File: config.mk
export PLATFORM = sky130hd
export DESIGN_NAME = crc_ccitt_frame_appender
export DESIGN_NICKNAME = d
export VERILOG_FILES = /design/src/rtl/crc_ccitt_pkg.sv /design/src/rtl/crc_ccitt_out_slot.sv /design/src/rtl/crc_ccitt_frame_appender.sv
export SDC_FILE = /design/constraint.sdc
export NUM_CORES = 1
export LEC_CHECK = 0
export ABC_AREA = 1
export BUFFER_PORTS_ARGS = -buffer_cell sky130_fd_sc_hd__buf_2
export CAP_MARGIN = 20
export CORE_MARGIN = 8
export CORE_UTILIZATION = 55
export DETAILED_ROUTE_END_ITERATION = 8
export GPL_TIMING_DRIVEN = 0
export HOLD_SLACK_MARGIN = 0.02
export PLACE_DENSITY_LB_ADDON = 0.25
export SLEW_MARGIN = 15
export SYNTH_ARGS = -nofsm -noshare
export SYNTH_HDL_FRONTEND = slang
export SYNTH_SLANG_ARGS = --single-unit
File: constraint.sdc
create_clock -name clk -period 2.6 [get_ports clk]
set_clock_uncertainty 0.15 [all_clocks]
set_input_delay 0.39 -clock clk [delete_from_list [all_inputs] [get_ports clk]]
set_output_delay 0.39 -clock clk [all_outputs]
set_load 0.05 [all_outputs]
File: src/rtl/crc_ccitt_pkg.sv
// Shared definitions for the CRC-16/CCITT frame appender.
// Holds the generator polynomial, the framing FSM state type and the
// byte-parallel CRC update used by the top level.
package crc_ccitt_pkg;

  localparam logic [15:0] CRC_POLY = 16'h1021;

  typedef enum logic [1:0] {
    DATA   = 2'd0,
    CRC_HI = 2'd1,
    CRC_LO = 2'd2
  } state_t;

  // One byte of non-reflected, MSB-first CRC-16/CCITT; bit 7 of the byte enters first.
  function automatic logic [15:0] crc16_ccitt_byte(input logic [15:0] crc,
                                                   input logic [7:0]  data_byte);
    logic [15:0] c;
    c = crc ^ {data_byte, 8'h00};
    for (int i = 0; i < 8; i++) begin
      if (c[15]) begin
        c = {c[14:0], 1'b0} ^ CRC_POLY;
      end else begin
        c = {c[14:0], 1'b0};
      end
    end
    return c;
  endfunction

endpackage

File: src/rtl/crc_ccitt_out_slot.sv
// Single-entry registered output slot for the frame appender.
// The slot accepts a new beat whenever it is empty or its current beat is
// being taken downstream (o_load_ok). While stalled, every output holds.
module crc_ccitt_out_slot
  import crc_ccitt_pkg::*;
(
  input  logic       clk,
  input  logic       reset,
  input  logic       i_load,
  input  logic [7:0] i_data,
  input  logic       i_last,
  input  logic       i_crc_beat,
  input  logic       i_m_ready,
  output logic       o_load_ok,
  output logic       o_m_valid,
  output logic [7:0] o_m_data,
  output logic       o_m_last,
  output logic       o_crc_beat
);

  logic       r_valid;
  logic [7:0] r_data;
  logic       r_last;
  logic       r_crc_beat;
  logic       w_load_ok;

  assign w_load_ok  = !r_valid | i_m_ready;
  assign o_load_ok  = w_load_ok;
  assign o_m_valid  = r_valid;
  assign o_m_data   = r_data;
  assign o_m_last   = r_last;
  assign o_crc_beat = r_crc_beat;

  // Load a new beat, drain to empty, or hold the current beat under backpressure.
  always_ff @(posedge clk) begin
    if (reset) begin
      r_valid    <= 1'b0;
      r_data     <= 8'h00;
      r_last     <= 1'b0;
      r_crc_beat <= 1'b0;
    end else if (w_load_ok) begin
      if (i_load) begin
        r_valid    <= 1'b1;
        r_data     <= i_data;
        r_last     <= i_last;
        r_crc_beat <= i_crc_beat;
      end else begin
        r_valid    <= 1'b0;
        r_last     <= 1'b0;
        r_crc_beat <= 1'b0;
      end
    end
  end

endmodule

File: src/rtl/crc_ccitt_frame_appender.sv
// CRC-16/CCITT frame appender: passes payload bytes through and appends the
// two CRC bytes (high first) after each frame's last byte, one byte per cycle.
// Build option: define CRC_FINAL_INVERT_EN to append ~crc instead of the raw
// register; the running CRC itself is the same in both builds.
module crc_ccitt_frame_appender
  import crc_ccitt_pkg::*;
#(
  parameter logic [15:0] INIT_VALUE = 16'hFFFF
) (
  input  logic       clk,
  input  logic       reset,
  input  logic       s_valid,
  output logic       s_ready,
  input  logic [7:0] s_data,
  input  logic       s_last,
  output logic       m_valid,
  input  logic       m_ready,
  output logic [7:0] m_data,
  output logic       m_last,
  output logic       crc_beat,
  output logic       frame_done
);

  state_t      r_state;
  logic [15:0] r_crc;
  logic        r_frame_done;

  logic        w_load_ok;
  logic        w_s_ready;
  logic        w_accept;
  logic [15:0] w_crc_out;
  logic        w_load;
  logic [7:0]  w_load_data;
  logic        w_load_last;
  logic        w_load_crc_beat;

`ifdef CRC_FINAL_INVERT_EN
  assign w_crc_out = ~r_crc;
`else
  assign w_crc_out = r_crc;
`endif

  assign w_s_ready  = (r_state == DATA) & w_load_ok & !reset;
  assign w_accept   = s_valid & w_s_ready;
  assign s_ready    = w_s_ready;
  assign frame_done = r_frame_done;

  // Select what the output slot loads this cycle: a payload byte or a CRC byte.
  always_comb begin
    w_load          = 1'b0;
    w_load_data     = 8'h00;
    w_load_last     = 1'b0;
    w_load_crc_beat = 1'b0;
    case (r_state)
      DATA: begin
        w_load      = w_accept;
        w_load_data = s_data;
      end
      CRC_HI: begin
        w_load          = w_load_ok;
        w_load_data     = w_crc_out[15:8];
        w_load_crc_beat = 1'b1;
      end
      CRC_LO: begin
        w_load          = w_load_ok;
        w_load_data     = w_crc_out[7:0];
        w_load_last     = 1'b1;
        w_load_crc_beat = 1'b1;
      end
      default: begin
        w_load = 1'b0;
      end
    endcase
  end

  // Framing FSM, running CRC and the frame_done pulse.
  always_ff @(posedge clk) begin
    if (reset) begin
      r_state      <= DATA;
      r_crc        <= INIT_VALUE;
      r_frame_done <= 1'b0;
    end else begin
      r_frame_done <= m_valid & m_ready & m_last;
      case (r_state)
        DATA: begin
          if (w_accept) begin
            r_crc <= crc16_ccitt_byte(r_crc, s_data);
            if (s_last) begin
              r_state <= CRC_HI;
            end
          end
        end
        CRC_HI: begin
          if (w_load_ok) begin
            r_state <= CRC_LO;
          end
        end
        CRC_LO: begin
          if (w_load_ok) begin
            r_crc   <= INIT_VALUE;
            r_state <= DATA;
          end
        end
        default: begin
          r_state <= DATA;
          r_crc   <= INIT_VALUE;
        end
      endcase
    end
  end

  crc_ccitt_out_slot u_slot (
    .clk        (clk),
    .reset      (reset),
    .i_load     (w_load),
    .i_data     (w_load_data),
    .i_last     (w_load_last),
    .i_crc_beat (w_load_crc_beat),
    .i_m_ready  (m_ready),
    .o_load_ok  (w_load_ok),
    .o_m_valid  (m_valid),
    .o_m_data   (m_data),
    .o_m_last   (m_last),
    .o_crc_beat (crc_beat)
  );

endmodule

# Yosys cells after proc, flatten, opt, wreduce, memory -nomap -nowiden
# Index checks and enable logic that the tools add are counted.
# op_classes
n_addsub	0
n_mul	0
n_div	0
n_lt_le_gt_ge	0
eq_ne	6
shifts	0
n_mux	44
bitwise	16
reduce_logical	7
# ops
cell	count
$mux 16	23
$mux 13	8
$pmux 16 s3	1
$not 3->3	8
$pmux 8 s3	1
$xor 16x16->16	1
$mux 2	4
$ne 2x2->1 const B	4
$pmux 2 s3	1
$and 1x1->1	5
$mux 1	5
$reduce_and 4->1	1
$reduce_and 3->1	1
$eq 2x1->1 const B	1
$eq 2x2->1 const B	1
$logic_not 1->1	2
$logic_not 2->1	1
$pmux 1 s2	1
$reduce_and 2->1	1
$reduce_or 2->1	1
$not 1->1	1
$or 1x1->1	1
# totals
ff_bits	30
latchBits	0
ram_bits	0
romBits	0
inputBits	13
out_inout_bits	13
elab_cells	80
mem_count	0

# Longest topological paths before layout
# logic_depth
ltp_word	42
mapped_depth	11
mapped_depth_nobuf	10

# Modules after synthesis
# Synthesis repeated with hierarchy kept, for this count alone.
# hier_totals
cells_unflattened	326
hier_area_um2	2064.5
# modules_own_cells
mod	n_inst	cells_per_inst	area_per_inst_um2	seq_area_each_um2
crc_ccitt_frame_appender	1	256	1520.2	380.4
crc_ccitt_out_slot	1	70	544.3	220.2

# Worst setup path before layout
# Ideal clock, no wire load.
# synth_timing
path_kind	reg2out
from	register r_state[0]
to	output s_ready
arrival_time_ns	2.066
required_ns	2.060
setup_slack_ns	-0.006
path_stages_with_launch	6
path_buffers	1
cell_sequence	dfxtp_1 > inv_1 > ha_1 > inv_2 > clkbuf_1 > nor3_1
# synth_between
elab_chain_cells	3
# synth_rtl
element	line_no	source
start: declaration	crc_ccitt_frame_appender.sv:24	state_t r_state;
start signal: assignment	crc_ccitt_frame_appender.sv:79	r_state <= DATA;
start signal: assignment	crc_ccitt_frame_appender.sv:89	r_state <= CRC_HI;
start signal: assignment	crc_ccitt_frame_appender.sv:95	r_state <= CRC_LO;
$logic_not 2->1	crc_ccitt_frame_appender.sv:43	assign w_s_ready = (r_state == DATA) & w_load_ok & !reset;
$and 1x1->1 (2 in a row)	crc_ccitt_frame_appender.sv:43	
end: declaration	crc_ccitt_frame_appender.sv:13	output logic s_ready,
# No other way between the ends.

# Final worst setup path
# layout_timing
from	register r_state[1]
to	output s_ready
# The elaborated chain is that of the path after synthesis.

==> key figures <==
Critical path
  • CP Max Fanout: 14
  • CP arrival: 1.77 ns
  • FF-to-FF setup slack: 0.50 ns
  • Critical Path End: s_ready
  • Crit end category: output pin
  • Reg2reg start: r_state[1]
  • Worst Setup Start Kind: flop
  • WP data required: 2.06 ns
  • R2r endpoint: r_crc[1]
  • Critical Setup Path Class: reg2out
  • Worst setup startpoint: r_state[1]
  • Reg2Reg Depth: 11

CTS
  • CTS tree: built
  • Clock Path Buffers: 2
  • Post-CTS Hold Buffers: 0
  • Clock transition at path regs: 0.09 ns
  • CTS H-tree depth: 2
  • Clk Latency, worst-skew pair: 0.34 ns
  • TritonCTS Buffers: 5
  • Root cell of the clock tree: clkbuf_4
  • Post-CTS resize count: 0
  • Clock Sinks: 30

Routing
  • Vias per inst: 5.238
  • Post-route ant nets: 0
  • Final wirelength: 4524 µm
  • DRC Markers: 0
  • Routed len/inst: 12.67 µm
  • DR pass1 iterations: 5
  • Initial DRC Count: 253
  • Total number of vias: 1870

Synth
  • Synth Warn #: 0
  • Cell taking the most area after synthesis: dfxtp_1
  • Syn Std Cell Area: 0.001790 mm²
  • Number of distinct library cells after synthesis: 24
  • Compound-Gate Fraction of Synth Area: 11.25%
  • Post-Synth Adder-Cell Area: 4.193%
  • Count leader, synth: nand2_1
  • Synthesized area per cell: 6.372 µm²
  • Largest family of logic cells by synthesized area: simple AND/OR/NAND/NOR gates
  • Synth async-reset ratio: 0%
  • Number of flops mapped to enable cells by yosys: 0
  • Top cells by area, synth: dfxtp_1 34%, nand2_1 20%, nand3_1 10%
  • Synth top cells by count: 95 x nand2_1, 36 x nand3_1, 30 x dfxtp_1
  • Post-synthesis mux area share: 0%
  • Simple-gate share of the synthesized area: 38.43%
  • Syn_nets: 300
  • Top_reg_cell synth: dfxtp_1
  • Post-synthesis xor/xnor area fraction: 2.446%
  • Number of synthesized register bits: 30
  • Sequential element share of the synthesized area: 33.54%
  • Gate count after technology mapping: 281
  • Yosys top cell area share: 33.54%

Global routing
  • First-pass GRT wire length: 7465 µm
  • Vias in the first global route: 1674
  • Antenna violations before repair: 0
  • Pin count of the biggest net entering global routing: 11
  • Overall Global Routing Usage: 17.75%
  • Grt ovf: 0

Placed design
  • Final HPWL DP: 3440 µm
  • # placed instances: 350
  • Routability cong.: 0.8916
  • Port bufs: 25

Die
  • Ports: 26
  • Core area: 0.003078 mm²
  • Chip Height: 73.06 µm
  • Site Rows: 20
  • Initial Utilization: 58.17%
  • Die area: 0.005337 mm²
  • Die width: 73.06 µm

STA
  • Pins Over Slew Limit: 0
  • Tcrit/Tclk final: 88.76%
  • Peak Freq: 433.3 MHz
  • Final worst path period need: 2.308 ns
  • RSZ-0062 raised after global routing: false
  • Fin. Hold Viols: 0
  • Worst-case headroom to the max-slew limit: 61.75%
  • Post-route setup TNS: 0 ns
  • Final setup viols: 0
  • Slew @ Worst Pin: 0.5737 ns

Hold path
  • Hold crit path type: in2reg

Power
  • Max rail drop VDD: 0.7854 mV
  • Leakage: 1.104 nW
  • Pwr dens: 1432 mW/mm²

Layout
  • Fin util: 66.02%
  • # diodes: 0
  • NumNets Final: 331
  • P&R area growth vs syn: 13.49%
  • Layout cell share with drive strength beyond 1: 16.29%
  • Non-Filler Instances: 357

Run
  • MaxCap Viol Count: 0

Run status
  • Run status: complete, no violations
[metrics by stage]
| step | hold slack, ns | instance area, µm² | setup WS, ns | power (W) |
|---|---|---|---|---|
| floorplan | 0.3055 | 1795 | 0.4214 | 0.002205 |
| global placement | 0.3023 | 1976 | 0.4081 | 0.002582 |
| detailed placement | 0.3022 | 1976 | 0.3934 | 0.002624 |
| CTS | 0.1446 | 2036 | 0.01262 | 0.002926 |
| global route | 0.1484 | 2032 | 0.1276 | 0.003168 |
| finish | 0.1518 | 2032 | 0.2922 | 0.002911 |
[cells in the final DEF, fill, tap and decap left out]
master,instances
nor2_1,23
buf_2,26
clkbuf_8,1
inv_1,24
o21ai_1,16
clkbuf_1,4
nor3_2,1
buf_4,1
xnor2_1,2
buf_6,2
nand3_4,1
or2_0,1
o221ai_1,7
inv_2,9
clkinv_2,1
ha_1,6
clkbuf_4,5
nand3_2,1
xor2_1,3
nand3_1,36
a21oi_1,12
nand3b_1,1
dfxtp_1,30
nor2_2,1
nand2_1,95
nand2_2,2
clkinv_1,2
[metal layers]
metal / wire length, µm / GRT usage (%)
met1: 1925 / 20.92
met2: 2097 / 28.60
met3: 363 / 4.396
met4: 137 / 9.778
met5: 0 / 0
[state kept, by name, summed over array words and instances, names as in the netlist]
register and cells:
frame_done 1, r_crc 16, r_state 2, u_slot.o_crc_beat 1
u_slot.o_m_data 8, u_slot.o_m_last 1, u_slot.o_m_valid 1
[cell type report]
class / count / area, µm²
fillers: 286 / 1046
multi-input cells: 208 / 1013
flip-flops and latches: 30 / 600.6
inverters: 35 / 131.4
repair buffers: 25 / 125.1
clock buffers: 7 / 55.05
well taps: 44 / 55.05
plain buffers: 7 / 46.29
clock inverters: 1 / 5.005
[how the worst min path moves through the flow]
stage                  to              from  cells past startpoint
2_1_floorplan   r_crc[11]         r_crc[11]                      2
3_3_place_gp   frame_done  u_slot.o_m_valid                      2
3_5_place_dp   frame_done  u_slot.o_m_valid                      2
4_1_cts        frame_done           m_ready                      3
5_1_grt        frame_done           m_ready                      3
6_report       frame_done           m_ready                      3
[what timing repair did]
item | in CTS | in global routing
endpoints found under the hold margin | 0 | 0
endpoints found under the setup margin | 0 | 1
setup buffers | 0 | 0
[logic make-up after synthesis]
family | Yosys count
buf+inv | 43
fa+ha+maj | 6
simple gates | 162
compound gates | 35
xor+xnor | 5
flops | 30
[report_power, final]
group          switching (W)  total (W)  leakage [nW]  internal, W
Sequential          0.000124   0.000750         0.248     0.000625
Combinational        0.00126    0.00186         0.820     0.000605
Clock               0.000170   0.000301        0.0353     0.000131
Total                0.00155    0.00291          1.10      0.00136
[critical path, cell delays in order, from the launching register on]
cell	delay, ns
dfxtp_1	0.34
inv_1	0.14
ha_1	0.31
inv_2	0.18
nor3_2	0.18
buf_2	0.28
(Power assumes the default switching activity.)
